`config.mk`:
```
export PLATFORM = sky130hd
export DESIGN_NAME = mux_scan_ctrl
export DESIGN_NICKNAME = d
export VERILOG_FILES = /design/src/rtl/mux_scan_ctrl.sv
export SDC_FILE = /design/constraint.sdc
export NUM_CORES = 1
export LEC_CHECK = 0
export CAP_MARGIN = 20
export CORE_MARGIN = 2
export CORE_UTILIZATION = 40
export CTS_BUF_LIST = sky130_fd_sc_hd__clkbuf_4
export DETAILED_ROUTE_END_ITERATION = 16
export GPL_ROUTABILITY_DRIVEN = 1
export GPL_TIMING_DRIVEN = 0
export PLACE_DENSITY = 0.7
export REMOVE_ABC_BUFFERS = 1
export SETUP_SLACK_MARGIN = 0.3
export SYNTH_ARGS = -nofsm -noshare
export SYNTH_HDL_FRONTEND = slang
export SYNTH_SLANG_ARGS = --single-unit
```
`constraint.sdc`:
```
create_clock -name clk -period 2.05 [get_ports clk]
set_clock_uncertainty 0.2 [all_clocks]
set_input_delay 0.205 -clock clk [delete_from_list [all_inputs] [get_ports clk]]
set_output_delay 0.205 -clock clk [all_outputs]
set_load 0.05 [all_outputs]
```
`src/rtl/mux_scan_ctrl.sv`:
```
// -----------------------------------------------------------------------------
// mux_scan_ctrl
//
// Sequencer that sits directly upstream of an 8:1 multiplexer. A byte taken
// over a valid/ready handshake is parked on the mux data inputs, the mux select
// is stepped through all eight channels with the mux enabled, and the mux
// output is sampled once per channel. The pair therefore behaves as a byte
// serializer. The sampled bits are also reassembled into a loopback word so the
// mux path can be checked in-system.
//
// Parameters
//   DWELL      cycles each channel is held before its mux output is sampled
//              (legal range 1..15)
//   MSB_FIRST  0: scan sel 0 -> 7, 1: scan sel 7 -> 0
//
// Ports
//   clk         rising-edge clock
//   rst         synchronous, active-high reset
//   in_data     byte to serialize
//   in_valid    in_data valid
//   in_ready    controller can accept a byte
//   abort       synchronous frame abort (honoured only while scanning)
//   mux_din     drives mux data inputs
//   mux_sel     drives mux select
//   mux_en      drives mux enable
//   mux_out     combinational output of the mux
//   ser_bit     sampled bit
//   ser_valid   one-cycle strobe, ser_bit valid
//   frame_done  one-cycle strobe, all 8 channels sampled
//   out_word    reassembled byte, bit k = value sampled from channel k
//   busy        high while scanning or finishing a frame
// -----------------------------------------------------------------------------
module mux_scan_ctrl #(
   parameter int unsigned DWELL     = 1,
   parameter bit          MSB_FIRST = 1'b0
) (
   input  logic       clk,
   input  logic       rst,
   input  logic [7:0] in_data,
   input  logic       in_valid,
   output logic       in_ready,
   input  logic       abort,
   output logic [7:0] mux_din,
   output logic [2:0] mux_sel,
   output logic       mux_en,
   input  logic       mux_out,
   output logic       ser_bit,
   output logic       ser_valid,
   output logic       frame_done,
   output logic [7:0] out_word,
   output logic       busy
);

   typedef enum logic [1:0] {
      IDLE = 2'd0,
      SCAN = 2'd1,
      DONE = 2'd2
   } state_t;

   // First and last channel of a scan depend only on the scan direction.
   localparam logic [2:0] FIRST_SEL  = MSB_FIRST ? 3'd7 : 3'd0;
   localparam logic [2:0] LAST_SEL   = MSB_FIRST ? 3'd0 : 3'd7;
   localparam logic [3:0] DWELL_LAST = 4'(DWELL - 1);

   state_t     state;
   state_t     state_n;
   logic [3:0] dwell_cnt;
   logic [3:0] dwell_cnt_n;

   logic       in_ready_n;
   logic [7:0] mux_din_n;
   logic [2:0] mux_sel_n;
   logic       mux_en_n;
   logic       ser_bit_n;
   logic       ser_valid_n;
   logic       frame_done_n;
   logic [7:0] out_word_n;
   logic       busy_n;

   logic       handshake;
   logic       dwell_end;
   logic       last_channel;
   logic [2:0] sel_step;

   // Handshake uses the registered in_ready, so a byte can only be taken in a
   // cycle where the controller is already advertising readiness.
   assign handshake    = in_valid && in_ready;
   assign dwell_end    = (dwell_cnt == DWELL_LAST);
   assign last_channel = (mux_sel == LAST_SEL);
   assign sel_step     = MSB_FIRST ? (mux_sel - 3'd1) : (mux_sel + 3'd1);

   // Next-state and next-output logic. Every register holds by default and
   // the strobes fall back to zero, so each state only states what changes.
   always_comb begin
      state_n      = state;
      dwell_cnt_n  = dwell_cnt;
      in_ready_n   = in_ready;
      mux_din_n    = mux_din;
      mux_sel_n    = mux_sel;
      mux_en_n     = mux_en;
      ser_bit_n    = ser_bit;
      ser_valid_n  = 1'b0;
      frame_done_n = 1'b0;
      out_word_n   = out_word;
      busy_n       = busy;

      case (state)
         IDLE: begin
            in_ready_n = 1'b1;
            mux_en_n   = 1'b0;
            busy_n     = 1'b0;
            if (handshake) begin
               mux_din_n   = in_data;
               mux_sel_n   = FIRST_SEL;
               mux_en_n    = 1'b1;
               dwell_cnt_n = 4'd0;
               in_ready_n  = 1'b0;
               busy_n      = 1'b1;
               state_n     = SCAN;
            end
         end

         SCAN: begin
            if (abort) begin
               // A sample that coincides with abort is dropped entirely:
               // no strobe and no write into the loopback word.
               mux_en_n    = 1'b0;
               mux_sel_n   = 3'd0;
               dwell_cnt_n = 4'd0;
               in_ready_n  = 1'b1;
               busy_n      = 1'b0;
               state_n     = IDLE;
            end else if (dwell_end) begin
               dwell_cnt_n          = 4'd0;
               ser_bit_n            = mux_out;
               ser_valid_n          = 1'b1;
               out_word_n[mux_sel]  = mux_out;
               if (last_channel) begin
                  // Select is left on the final channel rather than wrapping,
                  // so no ninth channel is ever presented while enabled.
                  mux_en_n     = 1'b0;
                  frame_done_n = 1'b1;
                  state_n      = DONE;
               end else begin
                  mux_sel_n = sel_step;
               end
            end else begin
               dwell_cnt_n = dwell_cnt + 4'd1;
            end
         end

         DONE: begin
            // Single cycle; abort is deliberately not looked at here.
            mux_en_n   = 1'b0;
            in_ready_n = 1'b1;
            busy_n     = 1'b0;
            state_n    = IDLE;
         end

         default: begin
            mux_en_n   = 1'b0;
            in_ready_n = 1'b0;
            busy_n     = 1'b0;
            state_n    = IDLE;
         end
      endcase
   end

   // State and output registers. Reset wins over abort and the handshake.
   always_ff @(posedge clk) begin
      if (rst) begin
         state      <= IDLE;
         dwell_cnt  <= 4'd0;
         in_ready   <= 1'b0;
         mux_din    <= 8'd0;
         mux_sel    <= 3'd0;
         mux_en     <= 1'b0;
         ser_bit    <= 1'b0;
         ser_valid  <= 1'b0;
         frame_done <= 1'b0;
         out_word   <= 8'd0;
         busy       <= 1'b0;
      end else begin
         state      <= state_n;
         dwell_cnt  <= dwell_cnt_n;
         in_ready   <= in_ready_n;
         mux_din    <= mux_din_n;
         mux_sel    <= mux_sel_n;
         mux_en     <= mux_en_n;
         ser_bit    <= ser_bit_n;
         ser_valid  <= ser_valid_n;
         frame_done <= frame_done_n;
         out_word   <= out_word_n;
         busy       <= busy_n;
      end
   end

endmodule

```
==> results by group <==
Placement
  • Port bufs: 37
  • Routability cong.: 0.763
  • Detailed placement HPWL: 2280 microns
  • Post-DP Area: 1840 sq um

Synth
  • EDFF count, synth: 0
  • Yosys Warn Count: 0
  • Synth Register Bits: 31
  • Register area share after synthesis: 0.427
  • Top_reg_cell synth: dfxtp_1
  • Mapped cell area: ~1500 sq um
  • Mean Syn Cell Area: 9.14 sq um
  • Post-Syn Instances: ~160
  • Async set-reset flop share out of synthesis: 0
  • Synth unique cells: 43

Timing
  • Max frequency: 0.514 GHz
  • Final hold vios: 0
  • Minimum clock period: approximately 2000 ps
  • Least-Margin Pin Slew: 497 ps
  • Setup TNS Final: 0 ps
  • Tcrit/Tclk final: 0.949
  • Relative slew slack: 0.670
  • Unrepaired setup endpoints after global routing: yes
  • Fin. max-slew vios: 0
  • Final setup viols: 0

Pwr
  • Pwr/cell area: between 800 and 900 nW/um^2
  • Peak supply drop: roughly 460 uV
  • Leakage: 0.993 nW

Floorplan
  • Die Height: between 60 and 70 microns
  • Initial Util: 0.425
  • Full die area: 4130 sq um
  • Core ar.: 3420 sq um
  • Ports: 38
  • Placement row count: 21
  • Chip width: 64.3 microns

Clocking
  • Root buffer cell: clkbuf_4
  • Deepest clock path buffer count: 2
  • CTS tree: done
  • CTS Buf Count: 5
  • Clk sinks: 31
  • Clk Latency, worst-skew pair: 340 ps
  • H-tree depth: 2
  • Clock-pin slew on the worst setup and hold paths: 100 ps
  • Hold buffers post-CTS: 0

Worst setup path
  • Cell count of the worst reg-to-reg path: 5
  • CP Launch Type: register
  • Critical path endpoint category: register
  • Flop2flop setup slack: 100 ps
  • Buf/Inv on CP: 0
  • CP max stage cell: or4b_4
  • CP Max Fanout: 3
  • Top Family by Delay on Critical Path: simple AND/OR/NAND/NOR gates
  • Crit-path cells: ha_4 -> ha_4 -> or4b_4 -> a22oi_4 -> mux2_4
  • Worst EP required: roughly 2100 ps
  • Crit path depth: 5
  • CP dominant cell by count: ha_4
  • Max incr delay on CP: 490 ps
  • Critical path class: reg -> reg
  • WP data arrival: 1990 ps

Final layout
  • Most frequent cells in the layout: 35 x nand2_1, 25 x dfxtp_1, 22 x dlygate4sd2_1
  • Number of diodes: 0
  • Synth-to-layout area growth: 49.0%
  • Fraction of layout cells with a size suffix above 1: 0.284
  • Commonest non-fill, non-tap cell in the layout: nand2_1
  • Layout Nets: 234
  • Post-route cell area: 2160 sq um

Global route
  • Overall routing resource usage: 0.190
  • Via count of the first global-routing pass: 1364
  • Largest net degree at the start of global routing: 23
  • First-pass GRT wire length: 6100 microns
  • Antenna violations before repair: 0
  • Total grt overflow: 0

Detailed routing
  • Drt drc: 0
  • DR vias: 1369
  • DR iter-0 viols: 26
  • Wire per inst: 14.8 microns
  • Remaining antenna violation count: 0
  • Final wirelength: 3850 microns
  • Vias per cell: approximately 5.2
  • Drt first pass iters: 5

Outcome
  • Outcome: finished, final reports clean

Run
  • Maxcap violations: 0

Worst hold path
  • Min-Delay Path Class: in -> reg
  • Hold depth: 3
## per-stage QoR
step | util | worst slack, ps | total power [mW] | std cells | hold slack [ps]
final | 0.634 | 104 | 1.75 | 261 | 221
after global routing | 0.634 | 87.1 | 1.83 | 261 | 231
after CTS | 0.608 | 37.8 | 1.71 | 257 | 232
after detailed placement | 0.539 | -378 | 1.26 | 235 | 248
after global placement | 0.539 | -356 | 1.24 | 235 | 241
after floorplan | - | -237 | 1.09 | 152 | 74.1
## final cells by class
type | instances | area (sq um)
Fill cell | 281 | 1250
Multi-Input combinational cell | 112 | 905
Sequential cell | 31 | 636
Timing Repair Buffer | 55 | 470
Tap cell | 46 | 57.6
Clock buffer | 7 | 52.6
Inverter | 9 | 38.8
Clock inverter | 1 | 5.00
## power by group
part	switching [mW]	leakage (nW)	internal (mW)	total, mW
Combinational	0.395	0.702	0.271	0.666
Sequential	0.0508	0.255	0.661	0.712
Clock	0.207	0.0361	0.160	0.367
## Yosys cell counts (2+ instances only)
library cell   n  area [sq um]
nand4_1        4          25.0
clkbuf_1       3          11.3
nor3_1         2          10.0
nor4b_1        2          17.5
nand3_1        8          40.0
dfxtp_1       31           621
nor4bb_1       2          20.0
a21oi_1       14          70.1
o32ai_1        2          17.5
inv_1          9          33.8
ha_1           7          87.6
nand2_1       35           131
mux2i_1       10           100
## sequential cells by signal, summed over array words and instances (netlist names)
register and cells:
ser_bit 1, out_word 8, mux_sel 3, in_ready 1, busy 1, state 2
ser_valid 1, dwell_cnt 4, mux_din 8, frame_done 1, mux_en 1
## layer usage
| layer | vias up | GRT usage | wire length, microns |
|---|---|---|---|
| met5 | - | 0 | 0 |
| met4 | 0 | 0.0665 | 81 |
| met3 | 7 | 0.0599 | 225 |
| met2 | 43 | 0.349 | 1990 |
| met1 | 645 | 0.202 | 1560 |
| li1 | 674 | - | - |
## logic make-up after synthesis
| group | count (synthesis) | share of synthesized area |
|---|---|---|
| AND/OR/NAND/NOR | 66 | 0.248 |
| AO/OA/AOI/OAI | 28 | 0.135 |
| adder cells (fa/ha/maj) | 7 | 0.0603 |
| buffers and inverters | 16 | 0.0500 |
| flip-flops | 31 | 0.427 |
| multiplexers | 11 | 0.0792 |
## path summary, 6_finish.rpt
path,from,end
worst max-delay path,mux_sel[1],mux_sel[0]
worst min-delay path,in_data[7],mux_din[7]
worst max register to register,mux_sel[1],mux_sel[0]
worst min register to register,mux_din[4],mux_din[4]
## what timing repair did
item                       4_1_cts  5_1_grt
setup endpoints to repair       54       21
buffers inserted                14        4
resized for setup               54       17
pin swaps                        5        8
## worst reg2reg max path, stage by stage (launching register included)
cell and delay [ps]:
dfxtp_4 370, ha_4 160, ha_4 150, or4b_4 490, a22oi_4 160, mux2_4 310
No activity file was read; power rests on OpenSTA's default activity.
